===== config.mk =====
export PLATFORM = sky130hd
export DESIGN_NAME = ws2812_driver_flat
export DESIGN_NICKNAME = d
export VERILOG_FILES = /design/src/rtl/ws2812_driver_pkg.sv /design/src/rtl/ws2812_driver_if.sv /design/src/rtl/ws2812_bit_encoder.sv /design/src/rtl/ws2812_driver.sv /design/src/flat_wrapper.sv
export SDC_FILE = /design/constraint.sdc
export NUM_CORES = 1
export LEC_CHECK = 0
export CAP_MARGIN = 40
export CORE_ASPECT_RATIO = 0.6
export CORE_MARGIN = 3
export CORE_UTILIZATION = 45
export CTS_CLUSTER_SIZE = 12
export DETAILED_ROUTE_END_ITERATION = 10
export PLACE_DENSITY_LB_ADDON = 0.25
export SLEW_MARGIN = 25
export SYNTH_ARGS = -nofsm -noshare
export SYNTH_HDL_FRONTEND = slang
export SYNTH_HIERARCHICAL = 1
export SYNTH_SLANG_ARGS = --single-unit

===== constraint.sdc =====
create_clock -name clk_in -period 2.2 [get_ports clk_in]
set_clock_uncertainty 0.05 [all_clocks]
set_input_delay 0.44 -clock clk_in [delete_from_list [all_inputs] [get_ports clk_in]]
set_output_delay 0.44 -clock clk_in [all_outputs]
set_load 0.01 [all_outputs]

===== src/rtl/ws2812_driver_pkg.sv =====
// Shared types and constants for the WS2812 strand driver.
// Holds the FSM state enum, the on-wire channel order and 100 MHz default timings.
package led_pkg;

  typedef enum logic [1:0] {
    S_IDLE      = 2'd0,
    S_PREFETCH  = 2'd1,
    S_SEND      = 2'd2,
    S_RESET_GAP = 2'd3
  } drv_state_e;

  // Enum values double as indices into the {blue, green, red} channel vector
  typedef enum logic [1:0] {
    CH_RED   = 2'd0,
    CH_GREEN = 2'd1,
    CH_BLUE  = 2'd2
  } channel_e;

  localparam channel_e GRB_ORDER [3] = '{CH_GREEN, CH_RED, CH_BLUE};

  localparam int WS_T0H_100M    = 40;
  localparam int WS_T1H_100M    = 80;
  localparam int WS_TBIT_100M   = 125;
  localparam int WS_TRESET_100M = 5000;

  function automatic int cnt_width(input int n);
    return (n > 1) ? $clog2(n) : 1;
  endfunction

endpackage


===== src/rtl/ws2812_driver_if.sv =====
// Request/colour link between the strand driver (master) and a pattern source (slave).
// The source answers a request index with a colour one registered cycle later.
interface ws2812_driver_if #(
  parameter int NUM_LEDS    = 20,
  parameter int COLOR_WIDTH = 8
);
  localparam int CounterWidth = led_pkg::cnt_width(NUM_LEDS);

  logic [CounterWidth-1:0] next_led_request;
  logic [COLOR_WIDTH-1:0]  red_in;
  logic [COLOR_WIDTH-1:0]  green_in;
  logic [COLOR_WIDTH-1:0]  blue_in;
  logic                    color_valid_in;

  modport master (
    output next_led_request,
    input  red_in, green_in, blue_in, color_valid_in
  );

  modport slave (
    input  next_led_request,
    output red_in, green_in, blue_in, color_valid_in
  );
endinterface


===== src/rtl/ws2812_bit_encoder.sv =====
// One-wire bit encoder: one TBIT-cycle period per bit, high for T0H or T1H cycles.
// bit_done marks the last cycle of a bit so the next bit can start without a gap.
module ws2812_bit_encoder #(
  parameter int T0H_CYCLES  = 40,
  parameter int T1H_CYCLES  = 80,
  parameter int TBIT_CYCLES = 125
) (
  input  logic clk_in,
  input  logic rst_in,
  input  logic bit_in,
  input  logic bit_start,
  output logic strand,
  output logic bit_done
);
  localparam int CntW = $clog2(TBIT_CYCLES);

  logic            r_active;
  logic            r_bit;
  logic [CntW-1:0] r_cnt;
  logic            r_strand;
  logic [CntW-1:0] w_nxt;
  logic [CntW-1:0] w_high_lim;

  assign w_nxt      = r_cnt + CntW'(1);
  assign w_high_lim = r_bit ? CntW'(T1H_CYCLES) : CntW'(T0H_CYCLES);
  assign bit_done   = r_active && (r_cnt == CntW'(TBIT_CYCLES - 1));
  assign strand     = r_strand;

  // r_strand always reflects the cycle that r_cnt currently counts
  always_ff @(posedge clk_in or negedge rst_in) begin
    if (!rst_in) begin
      r_active <= 1'b0;
      r_bit    <= 1'b0;
      r_cnt    <= '0;
      r_strand <= 1'b0;
    end else if (bit_start) begin
      r_active <= 1'b1;
      r_bit    <= bit_in;
      r_cnt    <= '0;
      r_strand <= 1'b1;
    end else if (bit_done) begin
      r_active <= 1'b0;
      r_cnt    <= '0;
      r_strand <= 1'b0;
    end else if (r_active) begin
      r_cnt    <= w_nxt;
      r_strand <= (w_nxt < w_high_lim);
    end
  end
endmodule


===== src/rtl/ws2812_driver.sv =====
// WS2812 strand driver: walks the LED index, prefetches one LED ahead into a holding
// register and streams GRB bits back-to-back, closing each frame with a low latch gap.
module ws2812_driver
  import led_pkg::*;
#(
  parameter int NUM_LEDS      = 20,
  parameter int COLOR_WIDTH   = 8,
  parameter int T0H_CYCLES    = WS_T0H_100M,
  parameter int T1H_CYCLES    = WS_T1H_100M,
  parameter int TBIT_CYCLES   = WS_TBIT_100M,
  parameter int TRESET_CYCLES = WS_TRESET_100M
) (
  input  logic             clk_in,
  input  logic             rst_in,
  input  logic             start_in,
  ws2812_driver_if.master  pat_if,
  output logic             strand_out,
  output logic             busy_out,
  output logic             frame_done_out,
  output logic             underrun_out
);
  localparam int CounterWidth = cnt_width(NUM_LEDS);
  localparam int PixW         = 3 * COLOR_WIDTH;
  localparam int BitW         = $clog2(PixW);
  localparam int GapW         = $clog2(TRESET_CYCLES + 1);
  localparam logic [CounterWidth-1:0] LastLed = CounterWidth'(NUM_LEDS - 1);

  drv_state_e              r_state;
  logic [PixW-1:0]         r_hold;
  logic                    r_hold_vld;
  logic [PixW-2:0]         r_shift;
  logic [BitW-1:0]         r_bit_idx;
  logic [CounterWidth-1:0] r_led_idx;
  logic [CounterWidth-1:0] r_req;
  logic [1:0]              r_settle;
  logic [GapW-1:0]         r_gap;
  logic                    r_busy, r_done, r_underrun;

  logic [2:0][COLOR_WIDTH-1:0] w_chan;
  logic [PixW-1:0]             w_pix;
  logic                        w_bit_start, w_bit_in, w_bit_done, w_led_end;
  logic                        w_need, w_capture;
  logic [CounterWidth-1:0]     w_req_next;

  assign w_chan = {pat_if.blue_in, pat_if.green_in, pat_if.red_in};
  for (genvar g = 0; g < 3; g++) begin : g_order
    assign w_pix[(2-g)*COLOR_WIDTH +: COLOR_WIDTH] = w_chan[GRB_ORDER[g]];
  end

  // Source output is fresh from the second cycle after the request changed
  assign w_need     = (r_state == S_PREFETCH) || ((r_state == S_SEND) && (r_led_idx != LastLed));
  assign w_capture  = w_need && !r_hold_vld && (r_settle != 2'd0) && pat_if.color_valid_in;
  assign w_req_next = (r_req == LastLed) ? r_req : r_req + CounterWidth'(1);
  assign w_led_end  = w_bit_done && (r_bit_idx == BitW'(PixW - 1));

  always_comb begin
    w_bit_start = 1'b0;
    w_bit_in    = r_hold[PixW-1];
    case (r_state)
      S_PREFETCH: w_bit_start = r_hold_vld;
      S_SEND: if (w_bit_done) begin
        if (!w_led_end) begin
          w_bit_start = 1'b1;
          w_bit_in    = r_shift[PixW-2];
        end else if (r_led_idx != LastLed && r_hold_vld) begin
          w_bit_start = 1'b1;
        end
      end
      default: ;
    endcase
  end

  always_ff @(posedge clk_in or negedge rst_in) begin
    if (!rst_in) begin
      r_state    <= S_IDLE;
      r_hold     <= '0;
      r_hold_vld <= 1'b0;
      r_shift    <= '0;
      r_bit_idx  <= '0;
      r_led_idx  <= '0;
      r_req      <= '0;
      r_settle   <= '0;
      r_gap      <= '0;
      r_busy     <= 1'b0;
      r_done     <= 1'b0;
      r_underrun <= 1'b0;
    end else begin
      r_done     <= 1'b0;
      r_underrun <= 1'b0;
      if (r_settle != 2'd2) r_settle <= r_settle + 2'd1;
      if (w_capture) begin
        r_hold     <= w_pix;
        r_hold_vld <= 1'b1;
      end
      case (r_state)
        S_IDLE: if (start_in) begin
          r_state    <= S_PREFETCH;
          r_busy     <= 1'b1;
          r_settle   <= '0;
          r_hold_vld <= 1'b0;
        end
        S_PREFETCH: if (r_hold_vld) begin
          r_state    <= S_SEND;
          r_shift    <= r_hold[PixW-2:0];
          r_hold_vld <= 1'b0;
          r_bit_idx  <= '0;
          r_led_idx  <= '0;
          r_req      <= w_req_next;
          r_settle   <= '0;
        end
        S_SEND: if (w_bit_done) begin
          if (!w_led_end) begin
            r_shift   <= {r_shift[PixW-3:0], 1'b0};
            r_bit_idx <= r_bit_idx + BitW'(1);
          end else if (r_led_idx == LastLed) begin
            r_state <= S_RESET_GAP;
            r_gap   <= '0;
          end else if (r_hold_vld) begin
            r_shift    <= r_hold[PixW-2:0];
            r_hold_vld <= 1'b0;
            r_bit_idx  <= '0;
            r_led_idx  <= r_led_idx + CounterWidth'(1);
            r_req      <= w_req_next;
            r_settle   <= '0;
          end else begin
            r_underrun <= 1'b1;
            r_state    <= S_RESET_GAP;
            r_gap      <= '0;
          end
        end
        S_RESET_GAP: begin
          if (r_gap == GapW'(TRESET_CYCLES - 1)) begin
            r_state <= S_IDLE;
            r_busy  <= 1'b0;
            r_done  <= 1'b1;
            r_req   <= '0;
          end else begin
            r_gap <= r_gap + GapW'(1);
          end
        end
        default: r_state <= S_IDLE;
      endcase
    end
  end

  ws2812_bit_encoder #(
    .T0H_CYCLES (T0H_CYCLES),
    .T1H_CYCLES (T1H_CYCLES),
    .TBIT_CYCLES(TBIT_CYCLES)
  ) u_enc (
    .clk_in   (clk_in),
    .rst_in   (rst_in),
    .bit_in   (w_bit_in),
    .bit_start(w_bit_start),
    .strand   (strand_out),
    .bit_done (w_bit_done)
  );

  assign pat_if.next_led_request = r_req;
  assign busy_out                = r_busy;
  assign frame_done_out          = r_done;
  assign underrun_out            = r_underrun;
endmodule


===== src/flat_wrapper.sv =====
// flat-port wrapper written by rule: the top's interface ports become plain ports
module ws2812_driver_flat import led_pkg::*;
#(
  parameter int NUM_LEDS      = 20,
  parameter int COLOR_WIDTH   = 8,
  parameter int T0H_CYCLES    = WS_T0H_100M,
  parameter int T1H_CYCLES    = WS_T1H_100M,
  parameter int TBIT_CYCLES   = WS_TBIT_100M,
  parameter int TRESET_CYCLES = WS_TRESET_100M
)
  (clk_in, rst_in, start_in, strand_out, busy_out, frame_done_out, underrun_out, pat_if_next_led_request, pat_if_red_in, pat_if_green_in, pat_if_blue_in, pat_if_color_valid_in);
  ws2812_driver_if #(.NUM_LEDS(NUM_LEDS), .COLOR_WIDTH(COLOR_WIDTH)) pat_if_i ();
  input  logic clk_in;
  input  logic rst_in;
  input  logic start_in;
  output logic strand_out;
  output logic busy_out;
  output logic frame_done_out;
  output logic underrun_out;
  output wire logic [$bits(pat_if_i.next_led_request)-1:0] pat_if_next_led_request;
  input wire logic [$bits(pat_if_i.red_in)-1:0] pat_if_red_in;
  input wire logic [$bits(pat_if_i.green_in)-1:0] pat_if_green_in;
  input wire logic [$bits(pat_if_i.blue_in)-1:0] pat_if_blue_in;
  input wire logic [$bits(pat_if_i.color_valid_in)-1:0] pat_if_color_valid_in;
  assign pat_if_next_led_request = pat_if_i.next_led_request;
  assign pat_if_i.red_in = pat_if_red_in;
  assign pat_if_i.green_in = pat_if_green_in;
  assign pat_if_i.blue_in = pat_if_blue_in;
  assign pat_if_i.color_valid_in = pat_if_color_valid_in;
  ws2812_driver #(.NUM_LEDS(NUM_LEDS), .COLOR_WIDTH(COLOR_WIDTH), .T0H_CYCLES(T0H_CYCLES), .T1H_CYCLES(T1H_CYCLES), .TBIT_CYCLES(TBIT_CYCLES), .TRESET_CYCLES(TRESET_CYCLES)) u_core (.clk_in(clk_in), .rst_in(rst_in), .start_in(start_in), .pat_if(pat_if_i), .strand_out(strand_out), .busy_out(busy_out), .frame_done_out(frame_done_out), .underrun_out(underrun_out));
endmodule

==> out/metrics.yaml <==
worst-path-max-fanout: 4
finalSetupViolations: 2
violations: "setup timing"
tightest_slew_ps: 578.0
fin_ws_ps: -4.320
cp-end-kind: "flop"
syn_nets: 486
yosys_warnings: 6
fin_util_pct: 62.59
die_x_um: 139.7
core_area_um2: 10160
drv_slew: 0
synthTopCellsByArea: "dfrtp_1 (48%), mux2_2 (5.8%), o32a_1 (4.1%), ha_1 (3.9%), o21a_1 (3.6%)"
dp_hpwl_um: 8390
peakVddDrop_v: 0.0005808
ys_ff_latch: 93
detail_route.first_pass.iterations: 5
synth_edf_count: 0
cts_tree: "done"
drt-vias-per-instance: 6.044
grt.total_usage_pct: 20.86
drv_cap: 0
status: "finished, violations left"
num_rows: 28
path_clk_slew_ps: 60
clock_sinks: 93
globalplace.congestion: 0.8967
netlist.area_leader.share_pct: 48.19
drcViolationCount: 0
p_leak_nw: 2.675
synth_area_leader_cell: "dfrtp_1"
drive_above_1_share_pct: 28.13
synthTopCellsByCount: "dfrtp_1 (93), nand2_1 (26), mux2_2 (25), inv_1 (24), o21a_1 (23)"
grt_pass1_vias: 4037
finalHoldViolCount: 0
syn_to_final_growth_pct: 31.66
regToRegSetupSlack_ps: -4
crit_type: "reg -> reg"
synth_cell_types: 64
top_usage_layer: "met2"
clockBufferDepth: 2
period_share_pct: 100.2
antenna_left: 0
yosysMostFrequentCell: "dfrtp_1"
nets: 582
synthCells: 443
antenna_cells: 0
htree_levels: 3
grt_max_degree: 35
cts_buffers: 9
wire_per_inst_um: 18.08
clock_latency_ps: 340
grtUsageMet3_pct: 4.796
grt.met2_usage_pct: 32.32
numPortBuffers: 36
max_freq_ghz: 0.4537
grt_pass1_wl_um: 20460
power_density_nw_per_um2: 1246
postSynthAreaPerCell_um2: 10.90
routed_wl_um: 12280
r2r_start: "u_core/r_gap[10]"
overflow: 0
antenna_found_initial: 0
synth_area_um2: 4830
vias: 4104
met1_usage_pct: 30.26
rr_endpoint: "u_core/pat_if.next_led_request[4]"
synthArstFlopShare_pct: 100.0
die_h_um: 86.25
io_pins: 37
rsz0062_at_grt: "true"
fin_area_um2: 6359
hold_path.class: "in -> async"
postPlaceCellArea_um2: 5834
post-place-ws_ps: -75.64
startpoint_type: "flop"
crit_arrival_ps: 2370
ys_seq_area_share_pct: 48.19
initial_utilization_pct: 47.54
drtIter0Drc: 320
min_period_ps: 2204
reg2regPathDepth: 4
crit_required_ps: 2360
ys.flop_type: "dfrtp_1"
maxSlewHeadroom_pct: 61.43
cts-root-buf: "clkbuf_16"
fp.dieArea_um2: 12050
## layout make-up
| cell class | count | area (um2) |
|---|---|---|
| Clock buffer | 10 | 239.0 |
| Timing Repair Buffer | 112 | 993.5 |
| Tap cell | 135 | 168.9 |
| Sequential cell | 93 | 2327 |
| Fill cell | 814 | 3801 |
| Multi-Input combinational cell | 299 | 2454 |
| Clock inverter | 6 | 86.33 |
| Inverter | 24 | 90.09 |
## per-layer routing
layer	part of all wire, %	wire, um	up-vias
li1	-	-	1883
met1	49	6021	2060
met2	44	5462	138
met3	5.3	655	23
met4	1.1	135	0
met5	0	0	-
## cell families after synthesis
kind of cell	Yosys count	share of synthesized area [%]
multiplexers	35	7.902
flip-flops	93	48.19
adder cells (fa/ha/maj)	15	3.886
XOR/XNOR	4	0.7255
AND/OR/NAND/NOR	112	13.94
AO/OA/AOI/OAI	133	21.09
buffers and inverters	51	4.274
## timing repair
action                     in CTS  in global routing
cloned                          0                  0
pin swaps                       9                 14
hold endpoints to repair        0                  0
setup buffers                   3                  7
hold buffers                    0                  0
setup endpoints to repair      21                 46
gates resized for setup        12                 19
## flip-flops by register name (all words and copies together) (netlist names), 2 cells and up
register,cells
u_core/pat_if.next_led_request,5
u_core/r_bit_idx,5
u_core/r_gap,13
u_core/r_hold,24
u_core/r_led_idx,5
u_core/r_settle,2
u_core/r_shift,23
u_core/r_state,2
u_core/u_enc/r_cnt,7
## power by group
part	internal [mW]	total [mW]	switching [mW]
sequential	2.36	2.74	0.388
clock	1.02	1.68	0.652
combinational	1.80	3.51	1.71
total	5.18	7.93	2.75
## cell usage in the layout (no fill, tap or decap), drive strengths merged, types with 4 or more instances in the layout
cell type      netlist  final
nand2b               6      6
a221o                4      4
a311o                4      4
clkbuf              20     10
buf                  7     77
nand3               12     12
or4b                 4      4
or4                  8      8
nand2               26     26
a21oi               19     19
o31ai               11     11
mux2i               10     10
clkdlybuf4s50        0     35
a21o                 5      5
o2bb2ai              5      5
nor2                 8      8
and2                 5      5
nand4                7      7
dfrtp               93     93
and3                12     12
ha                  15     15
o21a                23     23
mux2                25     25
inv                 24     24
o32a                20     20
nor3                 6      6
o21ai               13     13
## how the worst max path moves through the flow
stage	from	to	slack (ps)	depth (start not counted)
3_5_place_dp	u_core/u_enc/r_cnt[0]	u_core/r_gap[9]	-80	10
6_report	u_core/r_gap[10]	u_core/pat_if.next_led_request[4]	-4	4
3_3_place_gp	u_core/r_gap[10]	u_core/r_state[1]	10	4
4_1_cts	u_core/r_gap[11]	u_core/pat_if.next_led_request[1]	9	5
5_1_grt	u_core/r_bit_idx[1]	u_core/u_enc/r_cnt[4]	-70	7
2_1_floorplan	u_core/u_enc/r_cnt[3]	u_core/r_led_idx[3]	-10	9
## critical path, cell delays in order, from the launching register on
cell and delay (ps):
dfrtp_1 380, or4b_4 540, or3_4 420, a211o_4 370
a221o_1 320
## stage by stage
stage	power, mW	TNS, ps	cells	hold WS (ps)
after floorplan	4.831	-12.18	443	94.41
after global placement	5.842	0	654	383.2
after detailed placement	6.038	-496.3	654	382.0
after CTS	7.833	0	673	20.29
after global routing	8.446	-351.7	679	37.27
final	7.926	-5.918	679	9.105
Note: power is estimated with default switching activity, not from simulation.
